### config.mk
export PLATFORM = sky130hd
export DESIGN_NAME = key_debouncer
export DESIGN_NICKNAME = d
export VERILOG_FILES = /design/src/rtl/key_debouncer.sv
export SDC_FILE = /design/constraint.sdc
export NUM_CORES = 1
export LEC_CHECK = 0
export ABC_CLOCK_PERIOD_IN_PS = 5950
export BUFFER_PORTS_ARGS = -buffer_cell sky130_fd_sc_hd__buf_2
export CELL_PAD_IN_SITES_DETAIL_PLACEMENT = 2
export CELL_PAD_IN_SITES_GLOBAL_PLACEMENT = 2
export CORE_MARGIN = 2
export CORE_UTILIZATION = 43
export DETAILED_ROUTE_END_ITERATION = 8
export PLACE_DENSITY_LB_ADDON = 0.1
export SYNTH_ARGS = -nofsm -noshare
export SYNTH_HDL_FRONTEND = slang
export SYNTH_SLANG_ARGS = --single-unit
### constraint.sdc
create_clock -name clk -period 5.95 [get_ports clk]
set_input_delay 0.2975 -clock clk [delete_from_list [all_inputs] [get_ports clk]]
set_output_delay 0.2975 -clock clk [all_outputs]
set_load 0.02 [all_outputs]
### src/rtl/key_debouncer.sv
// Push-button conditioner: two-flop synchronizer, four-state debounce FSM,
// and registered press/release/long-press strobes plus a run/stop toggle.
// Timing from a stable key_n edge to the matching strobe is
// 2 (sync) + DEBOUNCE_CYCLES + 1 clocks. DEBOUNCE_CYCLES is expected to be >= 2.
module key_debouncer #(
  parameter int DEBOUNCE_CYCLES = 1000000,
  parameter int LONG_CYCLES     = 50000000
) (
  input  logic clk,
  input  logic rst,
  input  logic key_n,
  output logic key_state,
  output logic press_pulse,
  output logic release_pulse,
  output logic long_pulse,
  output logic toggle
);

  localparam int MAX_CYC     = (DEBOUNCE_CYCLES > LONG_CYCLES) ? DEBOUNCE_CYCLES : LONG_CYCLES;
  localparam int CNT_W       = $clog2(MAX_CYC) + 1;
  // The IDLE/HELD cycle that opens a wait state is the first stable sample,
  // so the wait state itself needs DEBOUNCE_CYCLES-1 more; it exits on the
  // cycle the counter shows DEBOUNCE_CYCLES-2.
  localparam int DB_LAST_I   = (DEBOUNCE_CYCLES > 1) ? DEBOUNCE_CYCLES - 2 : 0;
  localparam int LONG_LAST_I = (LONG_CYCLES > 1) ? LONG_CYCLES - 1 : 0;
  localparam logic [CNT_W-1:0] DB_LAST   = CNT_W'(DB_LAST_I);
  localparam logic [CNT_W-1:0] LONG_LAST = CNT_W'(LONG_LAST_I);
  localparam logic [CNT_W-1:0] CNT_ONE   = CNT_W'(1);
  localparam logic [CNT_W-1:0] HOLD_MAX  = {CNT_W{1'b1}};

  typedef enum logic [1:0] {
    IDLE         = 2'd0,
    PRESS_WAIT   = 2'd1,
    HELD         = 2'd2,
    RELEASE_WAIT = 2'd3
  } state_t;

  state_t           state;
  state_t           state_d;
  logic             ks_meta;
  logic             ks;
  logic [CNT_W-1:0] db_cnt;
  logic [CNT_W-1:0] db_cnt_d;
  logic [CNT_W-1:0] hold_cnt;
  logic [CNT_W-1:0] hold_cnt_d;
  logic             long_fired;
  logic             press_ev;
  logic             rel_ev;
  logic             long_ev;
  logic             press_p0;
  logic             rel_p0;

  // Two-flop synchronizer; idles high so a released key reads as stable
  always_ff @(posedge clk or posedge rst) begin
    if (rst) begin
      ks_meta <= 1'b1;
      ks      <= 1'b1;
    end else begin
      ks_meta <= key_n;
      ks      <= ks_meta;
    end
  end

  // FSM state register
  always_ff @(posedge clk or posedge rst) begin
    if (rst) begin
      state <= IDLE;
    end else begin
      state <= state_d;
    end
  end

  // FSM next-state: any sample disagreeing with a wait state aborts it
  always_comb begin
    state_d = state;
    case (state)
      IDLE: begin
        if (!ks) state_d = PRESS_WAIT;
      end
      PRESS_WAIT: begin
        if (ks)                     state_d = IDLE;
        else if (db_cnt == DB_LAST) state_d = HELD;
      end
      HELD: begin
        if (ks) state_d = RELEASE_WAIT;
      end
      RELEASE_WAIT: begin
        if (!ks)                    state_d = HELD;
        else if (db_cnt == DB_LAST) state_d = IDLE;
      end
      default: state_d = IDLE;
    endcase
  end

  // FSM outputs: counter updates and strobe requests
  always_comb begin
    db_cnt_d   = '0;
    hold_cnt_d = hold_cnt;
    press_ev   = 1'b0;
    rel_ev     = 1'b0;
    long_ev    = 1'b0;

    // Debounce count only survives while a wait state keeps seeing its level;
    // any other path clears it, so a bounce never leaves partial credit.
    case (state)
      PRESS_WAIT:   if (!ks) db_cnt_d = db_cnt + CNT_ONE;
      RELEASE_WAIT: if (ks)  db_cnt_d = db_cnt + CNT_ONE;
      default:      db_cnt_d = '0;
    endcase

    press_ev = (state == PRESS_WAIT)   && (state_d == HELD);
    rel_ev   = (state == RELEASE_WAIT) && (state_d == IDLE);

    // Hold time runs through release bounces and saturates instead of wrapping
    if (press_p0) begin
      hold_cnt_d = '0;
    end else if (((state == HELD) || (state == RELEASE_WAIT)) && (hold_cnt != HOLD_MAX)) begin
      hold_cnt_d = hold_cnt + CNT_ONE;
    end

    // The press cycle still carries the previous press's stale hold count,
    // so it is excluded; that also keeps long and press strobes apart.
    long_ev = ((state == HELD) || (state == RELEASE_WAIT)) &&
              (hold_cnt == LONG_LAST) && !long_fired && !press_p0;
  end

  // Counter registers
  always_ff @(posedge clk or posedge rst) begin
    if (rst) begin
      db_cnt   <= '0;
      hold_cnt <= '0;
    end else begin
      db_cnt   <= db_cnt_d;
      hold_cnt <= hold_cnt_d;
    end
  end

  // Accepted-edge events are held one cycle so the strobes land on the edge after entry
  always_ff @(posedge clk or posedge rst) begin
    if (rst) begin
      press_p0 <= 1'b0;
      rel_p0   <= 1'b0;
    end else begin
      press_p0 <= press_ev;
      rel_p0   <= rel_ev;
    end
  end

  // Registered level, strobes, run/stop toggle and once-per-press long flag
  always_ff @(posedge clk or posedge rst) begin
    if (rst) begin
      key_state     <= 1'b0;
      press_pulse   <= 1'b0;
      release_pulse <= 1'b0;
      long_pulse    <= 1'b0;
      toggle        <= 1'b0;
      long_fired    <= 1'b0;
    end else begin
      press_pulse   <= press_p0;
      release_pulse <= rel_p0;
      long_pulse    <= long_ev;
      if (press_p0) begin
        key_state  <= 1'b1;
        toggle     <= ~toggle;
        long_fired <= 1'b0;
      end else if (long_ev) begin
        long_fired <= 1'b1;
      end
      if (rel_p0) begin
        key_state <= 1'b0;
      end
    end
  end

endmodule

==> reports/qor.yml <==
floorplanning:
  die_h_um: 92.5
  die_w_um: 92.5
  initial_core_util_pct: 44.0
  die-area_mm2: 0.00855
  rows: 32
  core_area_mm2: 0.00765
  ios: 8
finish:
  layout.nets: 363
  most-common-layout-cells: "dfrtp_1, nor2_1, nand3_1"
  n_antenna_cell: 0
  syn2layout_area_growth_pct: 8.88
  final_common_cell: "dfrtp_1"
  fillers: 837
  drive_gt1_share_pct: 10.8
global_route:
  antenna_found_initial: 0
  grt_pass1_vias: 2846
  globalRouteOverflowTotal: 0
  groute.usage.overall_pct: 22.1
  grt_max_degree: 67
  grt_pass1_wl_um: 14800
synth:
  ys.flop_type: "dfrtp_1"
  synth.top_cell.area_share_pct: 47.6
  synth_mux_area_share_pct: 2.42
  synth_compound_area_share_pct: 7.47
  syn-num-nets: 356
  ys_ff_latch: 66
  yosysWarnings: 0
  synth_edf_count: 0
  synth_area_mm2: 0.00337
  synth_top_family_by_area: "simple AND/OR/NAND/NOR gates"
  synthSimpleGateAreaFrac_pct: 27.9
  syn_area_per_cell_um2: 9.62
  synth.largest_area_cell: "dfrtp_1"
  ys_top_cells_by_area: "dfrtp_1, nor2_1, xor2_1"
  ys_async_sr_fraction_pct: 100
  yosys.area_share.xor_xnor_pct: 8.59
  synth_seq_area_share_pct: 49.1
  yosysUniqueCellTypes: 48
  netlist_instances: 350
  synth_adder_area_share_pct: 1.12
clock_tree:
  cts_buffer_depth: 2
  ctsResizeCount: 0
  postCtsSetupRepairBufs: 0
  ctsHoldBuffers: 0
  clkSinkCount: 66
  clockRootBuffer: "clkbuf_8"
  cts_tree: "built"
  clk_latency_ps: 350
  cts_htree_levels: 3
  cts_buffers: 9
  clkTransAtPathRegs_ps: 80
placed_design:
  gp_congestion: 0.761
  portBuffers: 7
  hpwl_um: 5520
sta:
  tns_ps: 0
  relSlewSlack_pct: 37.6
  fin_skew_ps: 12.2
  drv_slew: 0
  setup_viol_count_final: 0
  tightest_slew_ps: 933
  fmax_ghz: 0.384
  hold_viol_final: 0
  final.period_utilization_pct: 43.8
  rsz0062_at_grt: "false"
  period_needed_ps: 2610
route:
  drc_errors: 0
  routed_via_density: 5.63
  antenna_left: 0
  vias: 2613
  firstDrtPassIters: 4
  wirelength_um: 8460
  first_iter_violations: 75
  wire_per_inst_um: 18.2
setup_path:
  crit_path_top_delay_cell: "o21ai_4"
  r2r_setup_slack_ps: 3340
  r2r_start: "hold_cnt[0]"
  cpPeakStageDelay_ps: 610
  end_kind: "register"
  crit_type: "register to register"
  critPathTopFamily: "simple AND/OR/NAND/NOR gates"
  required_ps: 6180
  worstSetupStartpointType: "register"
  crit_chain: "ha_1, nand4_1, or3_1, o21ai_4, nor4_1, mux2_1"
  r2r_cells: 6
  path_buf_inv: 0
  rr_endpoint: "hold_cnt[25]"
  cp_max_fo: 27
  crit_arrival_ps: 2830
power:
  seqPwrFrac_pct: 54.8
  p_int_mw: 0.638
  comb_power_share_pct: 1.9
  ir_worst_vdd_uv: 119
  p_leak_nw: 1.53
  finalPower_mw: 0.825
  pwr-share-clk_pct: 43.4
  cellPowerDensity_mw_per_mm2: 225
  p_switching_mw: 0.188
  switching_share_pct: 22.7
min_path:
  hold_path_startpoint: "key_n"
  holdPathStages: 1
  min_path_type: "input port to register"
  hold_end: "ks_meta"
outcome:
  status: "finished, final reports clean"
run:
  cap_violations: 0
per-layer routing:
metal / share of wire [%] / wire, um / vias up / track usage, %
li1: - / - / 1240 / -
met2: 47 / 4000 / 25 / 35.5
met4: 1.3 / 110 / 0 / 7.46
met1: 49 / 4180 / 1340 / 30.4
met3: 2.0 / 172 / 8 / 3.66
met5: 0 / 0 / - / 0
how the worst max path moves through the flow:
stage                            from            to  slack (ps)  cells after the start
after detailed placement  hold_cnt[0]  hold_cnt[25]        3340                      6
after global placement    hold_cnt[0]  hold_cnt[19]        3480                      6
after CTS                 hold_cnt[0]  hold_cnt[25]        3310                      6
after floorplan           hold_cnt[0]  hold_cnt[18]        3870                      6
final                     hold_cnt[0]  hold_cnt[25]        3340                      6
after global routing      hold_cnt[0]  hold_cnt[25]        3160                      6
state kept, by name (all words and copies together) (netlist names):
name           count
ks_meta            1
press_p0           1
release_pulse      1
ks                 1
rel_p0             1
db_cnt            27
key_state          1
long_pulse         1
state              2
toggle             1
hold_cnt          27
long_fired         1
press_pulse        1
cell families after synthesis:
| family | after synthesis |
|---|---|
| compound gates | 37 |
| xor+xnor | 33 |
| fa+ha+maj | 3 |
| buf+inv | 26 |
| flops | 66 |
| mux | 7 |
| simple gates | 178 |
power by group through the flow:
stage          logic (mW)  clock network, mW  registers [mW]
6_report           0.0154              0.358           0.452
3_5_place_dp       0.0166                  0           0.461
2_1_floorplan      0.0110                  0           0.460
4_1_cts            0.0166              0.373           0.452
5_1_grt            0.0181              0.393           0.452
3_3_place_gp       0.0161                  0           0.461
through the flow:
stage	setup slack, ps	utilization (%)	cell area (um^2)	cells	hold WS (ps)
2_1_floorplan	3870	-	3370	350	302
5_1_grt	3160	47.9	3660	464	36.0
6_report	3340	47.9	3660	464	53.3
3_3_place_gp	3480	45.5	3480	448	350
4_1_cts	3310	47.9	3660	464	38.8
3_5_place_dp	3340	45.5	3480	448	350
layout make-up:
type	count	area [um^2]	area share, %
Clock buffer	14	173	4.71
Multi-Input combinational cell	258	1600	43.6
Clock inverter	2	10.0	0.273
Sequential cell	66	1650	45.1
Timing Repair Buffer	10	57.6	1.57
Inverter	12	45.0	1.23
Tap cell	102	128	3.48
synth_stat cells, types with 5 or more instances:
master    instances
nor3_1            6
xor2_1           23
nand4_1          16
nand2_1          24
dfrtp_1          64
or3_1             9
clkbuf_1         10
xnor2_1          10
o21ai_1           6
or4_1             6
mux2_1            5
nand3_1          26
nor4_1           13
a21oi_1          12
nor2_1           55
inv_1            12
(Power assumes the default switching activity.)
